## src/rtl/idct4x4_seq_pkg.sv

```systemverilog
// Shared definitions for the sequenced 4x4 inverse transform: sample width,
// core normalisation shift and the FSM state encoding.
package idct4x4_seq_pkg;
    localparam int WIDTH = 8;
    localparam int SHIFT = 2;

    typedef enum logic [1:0] {
        LOAD = 2'd0,
        COL  = 2'd1,
        OUT  = 2'd2
    } state_e;
endpackage

```

## src/rtl/idct4_core.sv

```systemverilog
// Pure combinational 4-point inverse butterfly, evaluated at W+2 bits and
// normalised with an arithmetic (floor) shift, then truncated back to W bits.
module idct4_core
    import idct4x4_seq_pkg::*;
#(
    parameter int W = 8
) (
    input  logic [4*W-1:0] a,
    output logic [4*W-1:0] b
);
    localparam int IW = W + 2;

    logic signed [IW-1:0] a0, a1, a2, a3;
    logic signed [IW-1:0] t0, t1;
    logic signed [IW-1:0] s0, s1, s2, s3;

    assign a0 = IW'($signed(a[0*W +: W]));
    assign a1 = IW'($signed(a[1*W +: W]));
    assign a2 = IW'($signed(a[2*W +: W]));
    assign a3 = IW'($signed(a[3*W +: W]));

    assign t0 = a0 + a2;
    assign t1 = a0 - a2;

    // Worst-case sums stay within W+2 signed bits, so no wrap before the shift.
    assign s0 = t0 + (a1 <<< 1);
    assign s1 = t1 - (a3 <<< 1);
    assign s2 = t1 + (a3 <<< 1);
    assign s3 = t0 - (a1 <<< 1);

    assign b[0*W +: W] = W'(s0 >>> SHIFT);
    assign b[1*W +: W] = W'(s1 >>> SHIFT);
    assign b[2*W +: W] = W'(s2 >>> SHIFT);
    assign b[3*W +: W] = W'(s3 >>> SHIFT);
endmodule

```

## src/rtl/idct4x4_seq.sv

```systemverilog
// 4x4 2-D inverse transform built around one shared butterfly: row pass on
// ingress, column pass in place in the transpose buffer, then row-wise egress.
module idct4x4_seq
    import idct4x4_seq_pkg::*;
#(
    parameter int WIDTH = idct4x4_seq_pkg::WIDTH
) (
    input  logic               clk,
    input  logic               rst,
    input  logic               s_valid,
    output logic               s_ready,
    input  logic [4*WIDTH-1:0] s_data,
    output logic               m_valid,
    input  logic               m_ready,
    output logic [4*WIDTH-1:0] m_data,
    output logic               m_last,
    output logic               busy
);
    // valid/ready: a beat transfers on a rising edge where valid & ready are both
    // high; a source holds valid and data stable until that edge.

    state_e             state;
    logic [1:0]         row_cnt, col_cnt, out_cnt;
    logic [WIDTH-1:0]   mem [0:3][0:3];
    logic [4*WIDTH-1:0] core_in, core_out;

    always_comb begin
        core_in = s_data;
        if (state == COL) begin
            for (int r = 0; r < 4; r++) core_in[r*WIDTH +: WIDTH] = mem[r][col_cnt];
        end
    end

    idct4_core #(.W(WIDTH)) u_core (
        .a (core_in),
        .b (core_out)
    );

    // Each column is read exactly once, so writing it back in place is safe.
    always_ff @(posedge clk) begin
        if (state == LOAD && s_valid && s_ready) begin
            for (int c = 0; c < 4; c++) mem[row_cnt][c] <= core_out[c*WIDTH +: WIDTH];
        end else if (state == COL) begin
            for (int r = 0; r < 4; r++) mem[r][col_cnt] <= core_out[r*WIDTH +: WIDTH];
        end
    end

    always_comb begin
        m_data = '0;
        for (int c = 0; c < 4; c++) m_data[c*WIDTH +: WIDTH] = mem[out_cnt][c];
    end

    always_ff @(posedge clk or posedge rst) begin
        if (rst) begin
            state   <= LOAD;
            row_cnt <= 2'd0;
            col_cnt <= 2'd0;
            out_cnt <= 2'd0;
            s_ready <= 1'b1;
            m_valid <= 1'b0;
            m_last  <= 1'b0;
            busy    <= 1'b0;
        end else begin
            case (state)
                LOAD: begin
                    if (s_valid) begin
                        row_cnt <= row_cnt + 2'd1;
                        if (row_cnt == 2'd3) begin
                            state   <= COL;
                            s_ready <= 1'b0;
                            busy    <= 1'b1;
                        end
                    end
                end
                COL: begin
                    col_cnt <= col_cnt + 2'd1;
                    if (col_cnt == 2'd3) begin
                        state   <= OUT;
                        m_valid <= 1'b1;
                        m_last  <= 1'b0;
                    end
                end
                OUT: begin
                    if (m_ready) begin
                        out_cnt <= out_cnt + 2'd1;
                        m_last  <= (out_cnt == 2'd2);
                        if (out_cnt == 2'd3) begin
                            state   <= LOAD;
                            m_valid <= 1'b0;
                            m_last  <= 1'b0;
                            s_ready <= 1'b1;
                            busy    <= 1'b0;
                        end
                    end
                end
                default: begin
                    state   <= LOAD;
                    row_cnt <= 2'd0;
                    col_cnt <= 2'd0;
                    out_cnt <= 2'd0;
                    s_ready <= 1'b1;
                    m_valid <= 1'b0;
                    m_last  <= 1'b0;
                    busy    <= 1'b0;
                end
            endcase
        end
    end
endmodule

```

## config.mk

```make
export PLATFORM = sky130hd
export DESIGN_NAME = idct4x4_seq
export DESIGN_NICKNAME = d
export VERILOG_FILES = /design/src/rtl/idct4x4_seq_pkg.sv /design/src/rtl/idct4_core.sv /design/src/rtl/idct4x4_seq.sv
export SDC_FILE = /design/constraint.sdc
export NUM_CORES = 1
export LEC_CHECK = 0
export CAP_MARGIN = 30
export CORE_UTILIZATION = 45
export DETAILED_ROUTE_END_ITERATION = 7
export PLACE_DENSITY = 0.71
export SLEW_MARGIN = 40
export SYNTH_ARGS = -nofsm -noshare
export SYNTH_HDL_FRONTEND = slang
export SYNTH_SLANG_ARGS = --single-unit
```

## constraint.sdc

```tcl
create_clock -name clk -period 13.9 [get_ports clk]
set_input_delay 2.78 -clock clk [delete_from_list [all_inputs] [get_ports clk]]
set_output_delay 2.78 -clock clk [all_outputs]
set_load 0.1 [all_outputs]
```

==> out/metrics.yaml <==
sta:
  hold_viol: 0
  maxSlewHeadroom: 0.393
  setup_violations: 0
  period_needed_ns: 7.07
  post-route-period-util: 0.509
  drv_slew: 0
  rsz0062_at_grt: "false"
  finClkSkew_ns: 0.00821
  tightest_slew_ns: 0.904
  setup_tns_ns: 0
  max_freq_ghz: 0.141
setup_path:
  arrival_ns: 7.21
  cp_max_fo: 7
  crit_type: "in2reg"
  critPathLaunchType: "primary input"
  rr_startpoint: "col_cnt[0]"
  cp-end-kind: "flop"
  reg2reg_depth: 19
  reg2reg_to: "mem[1][30]"
  r2r_setup_slack_ns: 8.06
  cp_data_required_time_ns: 14.04
layout:
  syn_to_final_growth_pct: 13.6
  nets: 1007
  antenna_cells: 0
  drive_gt1_frac: 0.204
  final_design_area_no_fill_um2: 11100
grt:
  grt_max_degree: 43
  grt_pass1_vias: 7290
  grt_pass1_wl_um: 44700
  grtUsageTotal: 0.283
  antenna_found_initial: 0
  grt.overflow.total: 0
placement:
  hpwl_um: 21500
  gp_congestion: 0.955
  port_buffers: 71
  placed_cell_area_um2: 10600
floorplan:
  initial_core_util: 0.462
  die_h_um: 150
  die_w_um: 150
  core_area_um2: 21200
  rows: 53
  ios: 72
  dieArea_um2: 22400
clock_network:
  hold_buffers: 0
  max-clock-path-buffers: 2
  cts.sinks: 140
  cts_setup_buffers: 0
  cts_root_buf: "clkbuf_16"
  post_cts_resized: 0
  cts_htree_levels: 4
  clk_pin_slew_ns: 0.06
  clkLatencyLatePin_ns: 0.43
  cts-buffers-inserted: 17
  cts_tree: "yes"
routing:
  drtPass1Iterations: 7
  viasPerCell: 6.29
  drc_errors: 0
  drtIter0Drc: 904
  drt_wl_total_um: 30400
  wl_per_cell_um: 25.4
  via_count: 7545
  ant_nets: 0
hold_path:
  hold_path_depth: 1
  hp-start: "busy"
  hold-path-endpoint: "busy"
  holdCritPathClass: "reg2reg"
synth:
  synth_cells: 867
  synth_top_cells_by_area: "edfxtp_1 (39%), mux4_2 (14%), ha_1 (6.5%), a21oi_1 (4.3%), o21ai_0 (3.0%)"
  syn_area_um2: 9810
  yosys_warnings: 0
  synth_cell_types: 73
  ys_ff_latch: 140
  synth-edff-count: 128
  async_flop_share: 0.0857
  synth_seq_area_share: 0.423
  yosysTopAreaCellShare: 0.392
  synthesis.nets: 960
  synth_top_cell_by_area: "edfxtp_1"
  postSynthAreaPerCell_um2: 11.3
  synth_ff_type: "edfxtp_1"
job:
  cap_violations: 0
status:
  outcome: "finished clean"
## metal layers
layer | part of all wire | vias up | wire length [um] | global-route usage
li1 | - | 3332 | - | -
met1 | 0.37 | 3575 | 11400 | 0.368
met2 | 0.46 | 549 | 14000 | 0.439
met3 | 0.12 | 89 | 3520 | 0.0601
met4 | 0.050 | 0 | 1530 | 0.162
met5 | 0 | - | 0 | 0
## worst max path at each step
stage          startpoint    endpoint  cells after the start
6_report       s_data[17]  mem[1][30]                     18
5_1_grt         s_data[1]  mem[1][30]                     18
4_1_cts        s_data[17]  mem[1][30]                     18
3_5_place_dp   s_data[17]  mem[0][30]                     18
3_3_place_gp   s_data[17]  mem[0][30]                     18
2_1_floorplan  s_data[16]  mem[2][23]                     17
## worst max-delay path, stage by stage
cell and delay, ns:
clkdlybuf4s50_1 0.40, mux2i_1 0.27, inv_1 0.13, ha_1 0.22, or2_2 0.27, a311oi_1 0.53, o41ai_1 0.21, a21oi_1 0.23
nor2_1 0.06, nor2_1 0.13, xor2_1 0.10, ha_1 0.42, nor2b_1 0.09, or2_2 0.29, a31oi_1 0.45, mux2i_1 0.17
xnor2_1 0.28, o21ai_0 0.16
## final cells by class
type | instances | area (um^2)
fillers | 1793 | 10100
multi-input cells | 611 | 5230
flip-flops and latches | 140 | 4150
repair buffers | 82 | 613
clock buffers | 17 | 425
well taps | 275 | 344
inverters | 62 | 233
clock inverters | 13 | 153
## sequential cells by signal (all words and copies together) (netlist names)
register / count
s_ready: 1
row_cnt: 2
m_valid: 1
col_cnt: 2
mem: 128
m_last: 1
busy: 1
out_cnt: 2
state: 2
## cell usage after synthesis (7+ instances only)
library cell,instances
a21oi_1,85
buf_1,11
clkbuf_1,34
dfrtp_1,11
edfxtp_1,128
ha_1,51
inv_1,62
mux2_2,23
mux2i_1,26
mux4_2,62
nand2_1,73
nand2b_1,10
nand3_1,8
nor2_1,61
nor2b_1,7
o21ai_0,58
o21bai_1,7
xnor2_1,26
xor2_1,8
## cell usage in the layout (no fill, tap or decap), drive strengths merged, types with 27 or more instances in the layout
cell type      count
edfxtp           128
a21oi             85
nand2             73
inv               62
mux4              62
nor2              61
o21ai             60
ha                51
buf               47
clkdlybuf4s50     35
mux2i             27
xnor2             27
## kinds of logic after synthesis
family	after synthesis	synth area share
buf+inv	116	0.0471
mux	112	0.198
fa+ha+maj	59	0.0795
flops	140	0.423
simple gates	195	0.0906
compound gates	210	0.129
xor+xnor	35	0.0332
## per-stage QoR
step | instances | hold WS, ns | utilization | worst slack (ns)
final | 1200 | 0.497 | 0.525 | 6.83
after global placement | 1170 | 0.494 | 0.506 | 6.46
after detailed placement | 1170 | 0.490 | 0.498 | 6.43
after CTS | 1200 | 0.504 | 0.525 | 6.85
after floorplan | 867 | 0.525 | - | 7.67
after global routing | 1200 | 0.521 | 0.525 | 6.52
Power is not shown: default switching activity piles up to over one toggle a cycle in this logic, so the estimate is an artifact.
